### src/rtl/config_chain_master_if.sv
// Shared word-width constant and the data_clk/data_in link between chain segments.
package fp;
    localparam int WORD_LENGTH = 16;
endpackage

interface config_if #(
    parameter int WIDTH = fp::WORD_LENGTH
);
    logic             data_clk;
    logic [WIDTH-1:0] data_in;

    modport master (output data_clk, output data_in);
    modport slave  (input  data_clk, input  data_in);
endinterface

### src/rtl/config_chain_master.sv
// Buffers one frame of config words from a valid/ready host port and shifts it into the
// synapse daisy chain on a divided data_clk; host is held off (wr_ready=0) while full or busy.
module config_chain_master #(
    parameter int WORD_WIDTH = fp::WORD_LENGTH,
    parameter int CHAIN_LEN  = 4,
    parameter int CLK_DIV    = 2
) (
    input  logic                  clk,
    input  logic                  reset,
    input  logic                  wr_valid,
    output logic                  wr_ready,
    input  logic [WORD_WIDTH-1:0] wr_data,
    input  logic                  start,
    output logic                  busy,
    output logic                  done,
    output logic                  start_err,
    output logic                  rd_valid,
    output logic [WORD_WIDTH-1:0] rd_data,
    config_if.master              cfg_out,
    config_if.slave               cfg_ret
);
    localparam int CW = $clog2(CHAIN_LEN + 1);
    localparam int IW = (CHAIN_LEN > 1) ? $clog2(CHAIN_LEN) : 1;
    localparam int DW = (CLK_DIV > 1) ? $clog2(CLK_DIV) : 1;
    localparam logic [CW-1:0] FULL     = CW'(CHAIN_LEN);
    localparam logic [DW-1:0] DIV_LAST = DW'(CLK_DIV - 1);

    typedef enum logic [1:0] {IDLE, SHIFT_LO, SHIFT_HI, FINISH} state_t;

    state_t                state, state_nxt;
    logic [DW-1:0]         div, div_nxt;
    logic [CW-1:0]         idx, idx_nxt, idx_inc;
    logic [CW-1:0]         count, count_nxt;
    logic [WORD_WIDTH-1:0] frame_buf [CHAIN_LEN];
    logic                  data_clk_q, data_clk_nxt;
    logic [WORD_WIDTH-1:0] data_in_q, data_in_nxt;
    logic                  busy_nxt, done_nxt, err_nxt, rd_valid_nxt, wr_ready_nxt;
    logic [WORD_WIDTH-1:0] rd_data_nxt;
    logic                  wr_en, last_phase;

    assign cfg_out.data_clk = data_clk_q;
    assign cfg_out.data_in  = data_in_q;
    assign idx_inc          = idx + 1'b1;
    assign last_phase       = (div == DIV_LAST);

    // All outputs are computed from next-state values so they can be registered.
    always_comb begin
        state_nxt    = state;
        div_nxt      = div;
        idx_nxt      = idx;
        count_nxt    = count;
        busy_nxt     = busy;
        done_nxt     = 1'b0;
        err_nxt      = 1'b0;
        rd_valid_nxt = 1'b0;
        rd_data_nxt  = rd_data;
        data_clk_nxt = 1'b0;
        data_in_nxt  = data_in_q;
        wr_en        = 1'b0;
        case (state)
            IDLE: begin
                wr_en = wr_valid && wr_ready;
                if (wr_en) count_nxt = count + 1'b1;
                if (start) begin
                    if (count == FULL) begin
                        state_nxt   = SHIFT_LO;
                        busy_nxt    = 1'b1;
                        idx_nxt     = '0;
                        div_nxt     = '0;
                        data_in_nxt = frame_buf[0];
                    end else begin
                        err_nxt = 1'b1;
                    end
                end
            end
            SHIFT_LO: begin
                err_nxt = start;
                if (last_phase) begin
                    // Sample the tail before the coming rising edge shifts it out.
                    rd_data_nxt  = cfg_ret.data_in;
                    rd_valid_nxt = 1'b1;
                    state_nxt    = SHIFT_HI;
                    div_nxt      = '0;
                    data_clk_nxt = 1'b1;
                end else begin
                    div_nxt = div + 1'b1;
                end
            end
            SHIFT_HI: begin
                err_nxt = start;
                if (last_phase) begin
                    div_nxt = '0;
                    idx_nxt = idx_inc;
                    if (idx_inc == FULL) begin
                        state_nxt = FINISH;
                        done_nxt  = 1'b1;
                        busy_nxt  = 1'b0;
                        count_nxt = '0;
                    end else begin
                        state_nxt   = SHIFT_LO;
                        data_in_nxt = frame_buf[idx_inc[IW-1:0]];
                    end
                end else begin
                    div_nxt      = div + 1'b1;
                    data_clk_nxt = 1'b1;
                end
            end
            FINISH: begin
                err_nxt   = start;
                state_nxt = IDLE;
            end
            default: state_nxt = IDLE;
        endcase
        wr_ready_nxt = (state_nxt == IDLE) && (count_nxt < FULL);
    end

    always_ff @(posedge clk) begin
        if (!reset) begin
            state      <= IDLE;
            div        <= '0;
            idx        <= '0;
            count      <= '0;
            busy       <= 1'b0;
            done       <= 1'b0;
            start_err  <= 1'b0;
            rd_valid   <= 1'b0;
            rd_data    <= '0;
            data_clk_q <= 1'b0;
            data_in_q  <= '0;
            wr_ready   <= 1'b0;
        end else begin
            state      <= state_nxt;
            div        <= div_nxt;
            idx        <= idx_nxt;
            count      <= count_nxt;
            busy       <= busy_nxt;
            done       <= done_nxt;
            start_err  <= err_nxt;
            rd_valid   <= rd_valid_nxt;
            rd_data    <= rd_data_nxt;
            data_clk_q <= data_clk_nxt;
            data_in_q  <= data_in_nxt;
            wr_ready   <= wr_ready_nxt;
        end
    end

    always_ff @(posedge clk) begin
        if (wr_en) frame_buf[count[IW-1:0]] <= wr_data;
    end
endmodule

### src/flat_wrapper.sv
// flat-port wrapper written by rule: the top's interface ports become plain ports
module config_chain_master_flat 
#(
    parameter int WORD_WIDTH = fp::WORD_LENGTH,
    parameter int CHAIN_LEN  = 4,
    parameter int CLK_DIV    = 2
)
  (clk, reset, wr_valid, wr_ready, wr_data, start, busy, done, start_err, rd_valid, rd_data, cfg_out_data_clk, cfg_out_data_in, cfg_ret_data_clk, cfg_ret_data_in);
  config_if #(.WIDTH(16)) cfg_out_i ();
  config_if #(.WIDTH(16)) cfg_ret_i ();
  input  logic clk;
  input  logic reset;
  input  logic wr_valid;
  output logic wr_ready;
  input  logic [WORD_WIDTH-1:0] wr_data;
  input  logic start;
  output logic busy;
  output logic done;
  output logic start_err;
  output logic rd_valid;
  output logic [WORD_WIDTH-1:0] rd_data;
  output wire logic [$bits(cfg_out_i.data_clk)-1:0] cfg_out_data_clk;
  output wire logic [$bits(cfg_out_i.data_in)-1:0] cfg_out_data_in;
  input wire logic [$bits(cfg_ret_i.data_clk)-1:0] cfg_ret_data_clk;
  input wire logic [$bits(cfg_ret_i.data_in)-1:0] cfg_ret_data_in;
  assign cfg_out_data_clk = cfg_out_i.data_clk;
  assign cfg_out_data_in = cfg_out_i.data_in;
  assign cfg_ret_i.data_clk = cfg_ret_data_clk;
  assign cfg_ret_i.data_in = cfg_ret_data_in;
  config_chain_master #(.WORD_WIDTH(WORD_WIDTH), .CHAIN_LEN(CHAIN_LEN), .CLK_DIV(CLK_DIV)) u_core (.clk(clk), .reset(reset), .wr_valid(wr_valid), .wr_ready(wr_ready), .wr_data(wr_data), .start(start), .busy(busy), .done(done), .start_err(start_err), .rd_valid(rd_valid), .rd_data(rd_data), .cfg_out(cfg_out_i), .cfg_ret(cfg_ret_i));
endmodule
### config.mk
export PLATFORM = sky130hd
export DESIGN_NAME = config_chain_master_flat
export DESIGN_NICKNAME = d
export VERILOG_FILES = /design/src/rtl/config_chain_master_if.sv /design/src/rtl/config_chain_master.sv /design/src/flat_wrapper.sv
export SDC_FILE = /design/constraint.sdc
export NUM_CORES = 1
export LEC_CHECK = 0
export CAP_MARGIN = 20
export CORE_MARGIN = 1.5
export CORE_UTILIZATION = 52
export CTS_CLUSTER_SIZE = 16
export DETAILED_ROUTE_END_ITERATION = 12
export PLACE_DENSITY = 0.79
export SYNTH_ARGS = -nofsm -noshare
export SYNTH_HDL_FRONTEND = slang
export SYNTH_SLANG_ARGS = --single-unit
### constraint.sdc
create_clock -name clk -period 2.05 [get_ports clk]
set_clock_uncertainty 0.05 [all_clocks]
set_input_delay 0.41 -clock clk [delete_from_list [all_inputs] [get_ports clk]]
set_output_delay 0.41 -clock clk [all_outputs]
set_load 0.1 [all_outputs]
Yosys cells after proc, flatten, opt, wreduce, memory -nomap -nowiden
Memory sizes are Yosys's and may differ from the RTL's.
Cells that the tools add are included.
- RAM bits: 64
- bits in registers: 47
- logic and storage cells: 80
- memories: 1
- input bits: 37
- muxes and demuxes: 38
- add/subtract/negate cells: 3
- magnitude comparators: 1
- reductions and logical operators: 15
- eq/ne operators: 10
- memories (name ; words ; width ; rd ports ; clocked after memory_dff ; write ports ; line ; text):
    u_core.frame_buf ; 4 ; 16 ; 2 ; 0 ; 1 ; config_chain_master.sv:34 ; logic [WORD_WIDTH-1:0] frame_buf [CHAIN_LEN];
- operator list (operator ; count):
    $mux 16 ; 4
    $pmux 16 s2 ; 1
    $mux 3 ; 6
    $mux 1 ; 15
    $pmux 3 s2 ; 2
    $mux 2 ; 5
    $reduce_and 5->1 ; 2
    $pmux 1 s2 ; 4
    $pmux 2 s4 ; 1
    $add 3x1->3 const B ; 2
    $eq 3x3->1 const B ; 2
    $ne 2x1->1 const B ; 3
    $reduce_and 3->1 ; 2
    $eq 2x2->1 const B ; 2
    $logic_not 2->1 ; 2
    $ne 2x2->1 const B ; 2
    $reduce_and 2->1 ; 2
    $reduce_and 4->1 ; 1
    $reduce_bool 2->1 ; 2
    $lt 3x3->1 const B ; 1
    $reduce_or 3->1 ; 1
    $eq 2x1->1 const B ; 1
    $logic_and 1x1->1 ; 2
    $reduce_or 2->1 ; 1
    $add 1x1->1 const B ; 1

Longest topological paths before layout
Gate-level depths: netlist of the first run.
- depth after elaboration: 7
- mapped depth: 8
- gate-level depth less buffers: 7

Worst setup path before layout of the first run
Ideal clock, no wire load.
- kind: flip-flop to flip-flop
- from: register u_core.wr_ready
- to: register u_core.wr_ready
- stages on the path, launching flop included: 6
- period minus slack after synthesis: 2.088 ns
- path slack: -0.038 ns
- path buffers: 0
- arrival: 1.951 ns
- cell sequence: dfxtp_1 -> and3_4 -> and2_4 -> or2_0 -> a31oi_1 -> nor4b_2
- longest elaborated chain between the ends: 5
- ends and longest elaborated chain (what ; line ; text):
    start, declared ; config_chain_master.sv:11 ; output logic wr_ready,
    start signal, assigned ; config_chain_master.sv:143 ; wr_ready <= wr_ready_nxt;
    $logic_and 1x1->1 ; config_chain_master.sv:62 ; wr_en = wr_valid && wr_ready;
    $mux 3 ; config_chain_master.sv:63 ; if (wr_en) count_nxt = count + 1'b1;
    $pmux 3 s2 ; config_chain_master.sv:60 ; case (state)
    $lt 3x3->1 ; config_chain_master.sv:114 ; wr_ready_nxt = (state_nxt == IDLE) && (count_nxt < FULL);
    $logic_and 1x1->1 ; config_chain_master.sv:114 ;
Every way passes these cells.
A chain may end at the register's enable or synchronous reset.

Worst setup path in the final report of the first run
- from: register u_core.state[0]
- to: register u_core.count[2]
- longest elaborated chain between the ends: 2
- elaborated cells on any way between the ends: 3
- ends and longest elaborated chain (what ; line ; text):
    start, declared ; config_chain_master.sv:30 ; state_t state, state_nxt;
    start signal, assigned ; config_chain_master.sv:132 ; state <= state_nxt;
    $eq 2x2->1 or $logic_not 2->1 (tied branches) ; config_chain_master.sv:60 ;
    $pmux 3 s2 (*) ; config_chain_master.sv:60 ;
    end signal, assigned ; config_chain_master.sv:135 ; count <= count_nxt;
    end, declared ; config_chain_master.sv:33 ; logic [CW-1:0] count, count_nxt;
Every way passes the cells marked *; elsewhere a longest branch is shown, timed or not.

==> results_dict.tcl, run 1 <==
set metrics [dict create \
    status "complete, no violations" \
    die_height_um 94.4 \
    cts.clk_slew.worst_paths_ps 110 \
    fin_total_pwr_mw 4.12 \
    ant_nets 0 \
    yosysUniqueCellTypes 45 \
    final_min_period_ps 1910 \
    drt_wl_total_mm 8.65 \
    synth_common_cells "sky130_fd_sc_hd__nand2_1, sky130_fd_sc_hd__edfxtp_1, sky130_fd_sc_hd__dfxtp_1" \
    avg_cell_area_syn_um2 11.9 \
    synthTopCellsByArea "sky130_fd_sc_hd__edfxtp_1, sky130_fd_sc_hd__dfxtp_1, sky130_fd_sc_hd__nand2_1" \
    htree_num_levels 3 \
    grt_antenna_before_repair 0 \
    grt_util_all_layers_pct 20.0 \
    routedWlPerCell_um 15.7 \
    timing.setup.tns_ps 0 \
    worstSetupPathType "reg2reg" \
    hpwlAfterDp_mm 5.55 \
    via_per_inst 5.39 \
    clock_power_share_pct 29.3 \
    leakagePower_nw 1.90 \
    synth-async-reset-ratio_pct 0 \
    comb_power_share_pct 11.2 \
    max_cap_viol_count 0 \
    io_pins 75 \
    internal_power_mw 3.04 \
    post_cts_resized 0 \
    ratio_of_cells_with_drive_above_1_in_the_final_layout_pct 18.7 \
    post_layout_nets 486 \
    register_area_share_after_synthesis_pct 65.8 \
    max_freq_mhz 525 \
    synthesis.instances 365 \
    switching_share_pct 26.1 \
    ctsHoldBuffers 0 \
    synth_top_flop_cell "sky130_fd_sc_hd__edfxtp_1" \
    final_design_area_no_fill_um2 5360 \
    globalplace.congestion 0.790 \
    multi_input_area_um2 1360 \
    detailedRoute.firstIterationViolations 115 \
    setup-violations-final 0 \
    largest_net_degree_at_the_start_of_global_routing 42 \
    yosys.area.top_type_share_pct 44.2 \
    hold_slack_ps 407 \
    number_of_placement_rows 33 \
    syn-num-nets 411 \
    detailroute.via_count 2963 \
    cp-start-kind "flop" \
    p_sw_mw 1.07 \
    globalRoute.totalOverflow 0 \
    postSynthRegisterBits 111 \
    remaining_drc_errors 0 \
    number_of_buffers_added_on_ports 73 \
    regArea_um2 2860 \
    ys_warn_count 0 \
    ctsRootBufferMaster "sky130_fd_sc_hd__clkbuf_8" \
    die-area_um2 8920 \
    worst_path_required_time_ps 2310 \
    placed_instance_area_um2 5180 \
    clock_path_buffers 2 \
    end_kind "flop" \
    hold_viol_final 0 \
    cp_max_fo 8 \
    cts-buffers-inserted 9 \
    area_growth_pct 23.3 \
    grt_first_pass_wirelength_mm 13.6 \
    initial_utilization_pct 53.2 \
    antenna_cells 0 \
    cts_num_sinks 111 \
    synthMostInstantiatedCell "sky130_fd_sc_hd__nand2_1" \
    final_core_utilization_pct 65.6 \
    share_seq_of_total_power_pct 59.5 \
    fin_crit_sh_pct 93.0 \
    worst_skew_pair.late_latency_ps 370 \
    tritoncts "done" \
    power-per-cell-area_nw_per_um2 768 \
    timing_worst_slew_pin_value_ps 538 \
    drt_pre_antenna_iters 4 \
    cp_data_arrival_time_ps 2170 \
    core_area_um2 8180 \
    die_width_um 94.4 \
    grt_pass1_vias 2841 \
    rsz0062_at_grt "no" \
    post-cts-setup-buffers 0 \
    irDropWorstVdd_mv 0.523 \
    netlist_area_um2 4350 \
    synth_enable_flop_cells 64 \
    num-fill-cells 634 \
    slew_headroom_pct 64.1 \
    post-synth-top-area-cell "sky130_fd_sc_hd__edfxtp_1" \
    holdCritPathClass "reg2reg" \
    report.final.slew_viol_count 0 \
]
[layout by cell type, fill, tap and decap left out, types with 9 or more instances in the layout]
master and count:
sky130_fd_sc_hd__nand2_1 75, sky130_fd_sc_hd__edfxtp_1 64, sky130_fd_sc_hd__dfxtp_1 46, sky130_fd_sc_hd__buf_4 45
sky130_fd_sc_hd__clkdlybuf4s50_1 34, sky130_fd_sc_hd__a21boi_0 17, sky130_fd_sc_hd__nand3_1 16, sky130_fd_sc_hd__o21ai_1 16
sky130_fd_sc_hd__a22oi_1 16, sky130_fd_sc_hd__o2111ai_1 15, sky130_fd_sc_hd__ha_1 9, sky130_fd_sc_hd__clkbuf_8 9
[final timing paths]
| kind | from | end | slack, ps | depth (start not counted) |
|---|---|---|---|---|
| min | u_core.cfg_out.data_in[10] | u_core.cfg_out.data_in[10] | 410 | 2 |
| max reg2reg | u_core.state[0] | u_core.count[2] | 140 | 7 |
| max | u_core.state[0] | u_core.count[2] | 140 | 7 |
| min reg2reg | u_core.cfg_out.data_in[10] | u_core.cfg_out.data_in[10] | 410 | 2 |
[per-stage QoR]
stage / worst slack (ps) / instances
after floorplan: 301 / 365
after global placement: 75.1 / 534
after detailed placement: 67.5 / 534
after CTS: 141 / 550
after global routing: 4.11 / 550
final: 144 / 550
[power by group through the flow]
stage / Combinational [mW] / Clock (mW) / Sequential, mW
floorplan: 0.136 / 0 / 2.65
global placement: 0.457 / 0 / 2.50
detailed placement: 0.462 / 0 / 2.50
CTS: 0.465 / 1.24 / 2.45
global route: 0.491 / 1.32 / 2.46
finish: 0.460 / 1.21 / 2.45
[metal layers]
metal | wire length, um | GRT usage (%) | up-vias
met5 | 0 | 0 | -
met4 | 55 | 5.60 | 0
met3 | 454 | 4.51 | 6
met2 | 4390 | 36.3 | 85
met1 | 3750 | 23.8 | 1397
li1 | - | - | 1475
[cell type report]
| type | count | share of cell area (%) |
|---|---|---|
| flip-flops and latches | 111 | 53.4 |
| multi-input cells | 224 | 25.3 |
| repair buffers | 86 | 15.0 |
| well taps | 105 | 2.45 |
| clock buffers | 9 | 2.31 |
| clock inverters | 7 | 1.03 |
| inverters | 8 | 0.560 |
[worst max-delay path, cell delays in order (launching register included)]
cell and delay (ps):
sky130_fd_sc_hd__dfxtp_1 390, sky130_fd_sc_hd__inv_1 90, sky130_fd_sc_hd__ha_1 300, sky130_fd_sc_hd__and3_4 210
sky130_fd_sc_hd__and2_4 190, sky130_fd_sc_hd__or2_0 220, sky130_fd_sc_hd__a31oi_1 240, sky130_fd_sc_hd__and2_1 160
[registers in the layout (all words and copies together) (netlist names)]
| signal | cells |
|---|---|
| u_core.done | 1 |
| u_core.state | 2 |
| u_core.cfg_out.data_in | 16 |
| u_core.idx | 3 |
| u_core.div | 1 |
| u_core.frame_buf | 64 |
| u_core.cfg_out.data_clk | 1 |
| u_core.wr_ready | 1 |
| u_core.count | 3 |
| u_core.start_err | 1 |
| u_core.busy | 1 |
| u_core.rd_data | 16 |
| u_core.rd_valid | 1 |
[cells by family (layout without fill, tap and decap cells)]
family          after synthesis  after routing  share of synthesized area [%]
simple gates                125            125                           13.6
fa+ha+maj                     9              9                           2.59
buf+inv                      30            110                           3.08
mux                           1              1                          0.230
xor+xnor                      1              1                          0.201
flops                       111            111                           65.8
compound gates               88             88                           14.4
No activity file was read; power rests on OpenSTA's default activity.
==> run 2, diff against run 1 <==
--- a/config.mk
+++ b/config.mk
@@ -6,11 +6,13 @@
 export NUM_CORES = 1
 export LEC_CHECK = 0
 export CAP_MARGIN = 20
+export CELL_PAD_IN_SITES_DETAIL_PLACEMENT = 1
+export CELL_PAD_IN_SITES_GLOBAL_PLACEMENT = 2
 export CORE_MARGIN = 1.5
-export CORE_UTILIZATION = 52
+export CORE_UTILIZATION = 35
 export CTS_CLUSTER_SIZE = 16
 export DETAILED_ROUTE_END_ITERATION = 12
-export PLACE_DENSITY = 0.79
+export PLACE_DENSITY_LB_ADDON = 0.1
 export SYNTH_ARGS = -nofsm -noshare
 export SYNTH_HDL_FRONTEND = slang
 export SYNTH_SLANG_ARGS = --single-unit
==> run 2 against run 1 <==
Net effect: fmax increased by 2.1%; global-route usage fell by 4.2 points; cell count up 12%; core utilization decreased by 19 points; flip-flop and latch count is the same.
==> results_dict.tcl, run 2 (synthesized netlist as in run 1, its figures left out) <==
set metrics [dict create \
    post-cts-setup-buffers 0 \
    hold_slack_ps 336 \
    final_min_period_ps 1870 \
    post-place-cells 601 \
    setup-violations-final 0 \
    rsz0062_at_grt "no" \
    critical_path.max_stage_delay_ps 390 \
    report.final.slew_viol_count 0 \
    fin_total_pwr_mw 4.60 \
    power-per-cell-area_nw_per_um2 824 \
    max_cap_viol_count 0 \
    mostFrequentLayoutCells "sky130_fd_sc_hd__nand2_1, sky130_fd_sc_hd__edfxtp_1, sky130_fd_sc_hd__buf_4" \
    globalRoute.totalOverflow 0 \
    cp-start-kind "flop" \
    num-fill-cells 1289 \
    cp-endpoint "u_core.wr_ready" \
    ctsRootBufferMaster "sky130_fd_sc_hd__clkbuf_16" \
    max_freq_mhz 536 \
    die-area_um2 13100 \
    irDropWorstVdd_mv 0.332 \
    globalplace.congestion 0.712 \
    drt_wl_total_mm 9.75 \
    grt_util_all_layers_pct 15.9 \
    status "complete, no violations" \
    slew_headroom_pct 75.7 \
    number_of_buffers_added_on_ports 73 \
    end_kind "flop" \
    post_layout_nets 490 \
    regArea_um2 2860 \
    htree_num_levels 3 \
    grt_pass1_vias 3086 \
    detailroute.via_count 3060 \
    startpoint "u_core.state[0]" \
    grt_antenna_before_repair 0 \
    leakagePower_nw 1.96 \
    worst_r2r_startpoint "u_core.state[0]" \
    remaining_drc_errors 0 \
    area_growth_pct 28.5 \
    largest_register_ff_count 64 \
    hold_viol_final 0 \
    final_cells 617 \
    timing_worst_slew_pin_value_ps 365 \
    holdCritPathClass "in2reg" \
    critical_path.cell_chain "inv_1, ha_1, buf_4, or2_1, a31oi_1, nor3_1, nor4b_2" \
    most_frequent_standard_cell_in_the_layout_excluding_fill_and_tap_cells "sky130_fd_sc_hd__nand2_1" \
    worst_path_max_delay_cell "sky130_fd_sc_hd__dfxtp_1" \
    ant_nets 0 \
    worst_skew_pair.late_latency_ps 350 \
    postLayoutSetupSlackWorst_ps 184 \
    detailedRoute.firstIterationViolations 141 \
    fin_crit_sh_pct 91.0 \
    cp_data_arrival_time_ps 2080 \
    worst_path_required_time_ps 2260 \
    largest_net_degree_at_the_start_of_global_routing 59 \
    critical_path.top_delay_family "simple AND/OR/NAND/NOR gates" \
    initial_utilization_pct 36.0 \
    routedWlPerCell_um 15.8 \
    ratio_of_cells_with_drive_above_1_in_the_final_layout_pct 19.6 \
    die_width_um 114 \
    crit-reg2reg-capture "u_core.wr_ready" \
    clock_path_buffers 2 \
    worst_reg_to_reg_cells 7 \
    post_cts_resized 0 \
    grt_first_pass_wirelength_mm 15.8 \
    drt_pre_antenna_iters 4 \
    die_height_um 114 \
    hpwlAfterDp_mm 6.30 \
    dp_worst_setup_slack_ps 11.8 \
    worstSetupPathType "reg2reg" \
    r2r_slack_ps 180 \
    timing.setup.tns_ps 0 \
    number_of_placement_rows 40 \
    tritoncts "done" \
    cts-buffers-inserted 9 \
    ctsHoldBuffers 0 \
    cts.clk_slew.worst_paths_ps 70 \
    critPathBufInv 2 \
    via_per_inst 4.96 \
    cp_max_fo 8 \
    core_area_um2 12100 \
    wp_depth 7 \
    cts_num_sinks 111 \
    antenna_cells 0 \
    io_pins 75 \
    multi_input_area_um2 1370 \
]
[run 2: worst min-delay path by stage]
stage	from	depth (start not counted)	slack (ps)	to
4_1_cts	reset	2	330	u_core.rd_data[1]
3_3_place_gp	u_core.cfg_out.data_in[8]	2	390	u_core.cfg_out.data_in[8]
6_report	reset	2	340	u_core.rd_data[1]
2_1_floorplan	u_core.idx[2]	2	400	u_core.idx[2]
5_1_grt	reset	2	350	u_core.rd_data[5]
3_5_place_dp	u_core.cfg_out.data_in[4]	2	390	u_core.cfg_out.data_in[4]
[run 2: stage by stage]
stage	utilization, %	area [um2]
CTS	46.2	5580
global route	46.3	5590
finish	46.3	5590
global placement	43.9	5290
floorplan	-	4350
detailed placement	43.9	5290
[run 2: final cells by class]
class                   instances  share of cell area, %
clock buffers                  11                   4.34
inverters                       8                  0.538
flip-flops and latches        111                   51.3
clock inverters                 5                  0.739
well taps                     168                   3.76
repair buffers                 90                   14.9
multi-input cells             224                   24.4
[run 2: report_power, final]
group	switching [mW]	internal, mW	leakage [nW]
logic	0.304	0.164	0.866
registers	0.0253	2.42	0.961
clock network	0.814	0.872	0.138
total	1.14	3.46	1.96
[run 2: worst register-to-register path: cells and delay by family, from the launching register on]
kind	cells	cell delay (ps)
AOI/OAI and AO/OA	1	170
DFF	1	390
buffers and inverters	2	280
and+or+nand+nor	3	580
adders and majority gates	1	310
[run 2: per-layer routing]
metal	global-route usage (%)	part of all wire, %	vias up
li1	-	-	1484
met1	21.1	48	1502
met5	0	0	-
met3	2.96	3.9	14
met2	25.5	47	60
met4	6.75	1.9	0
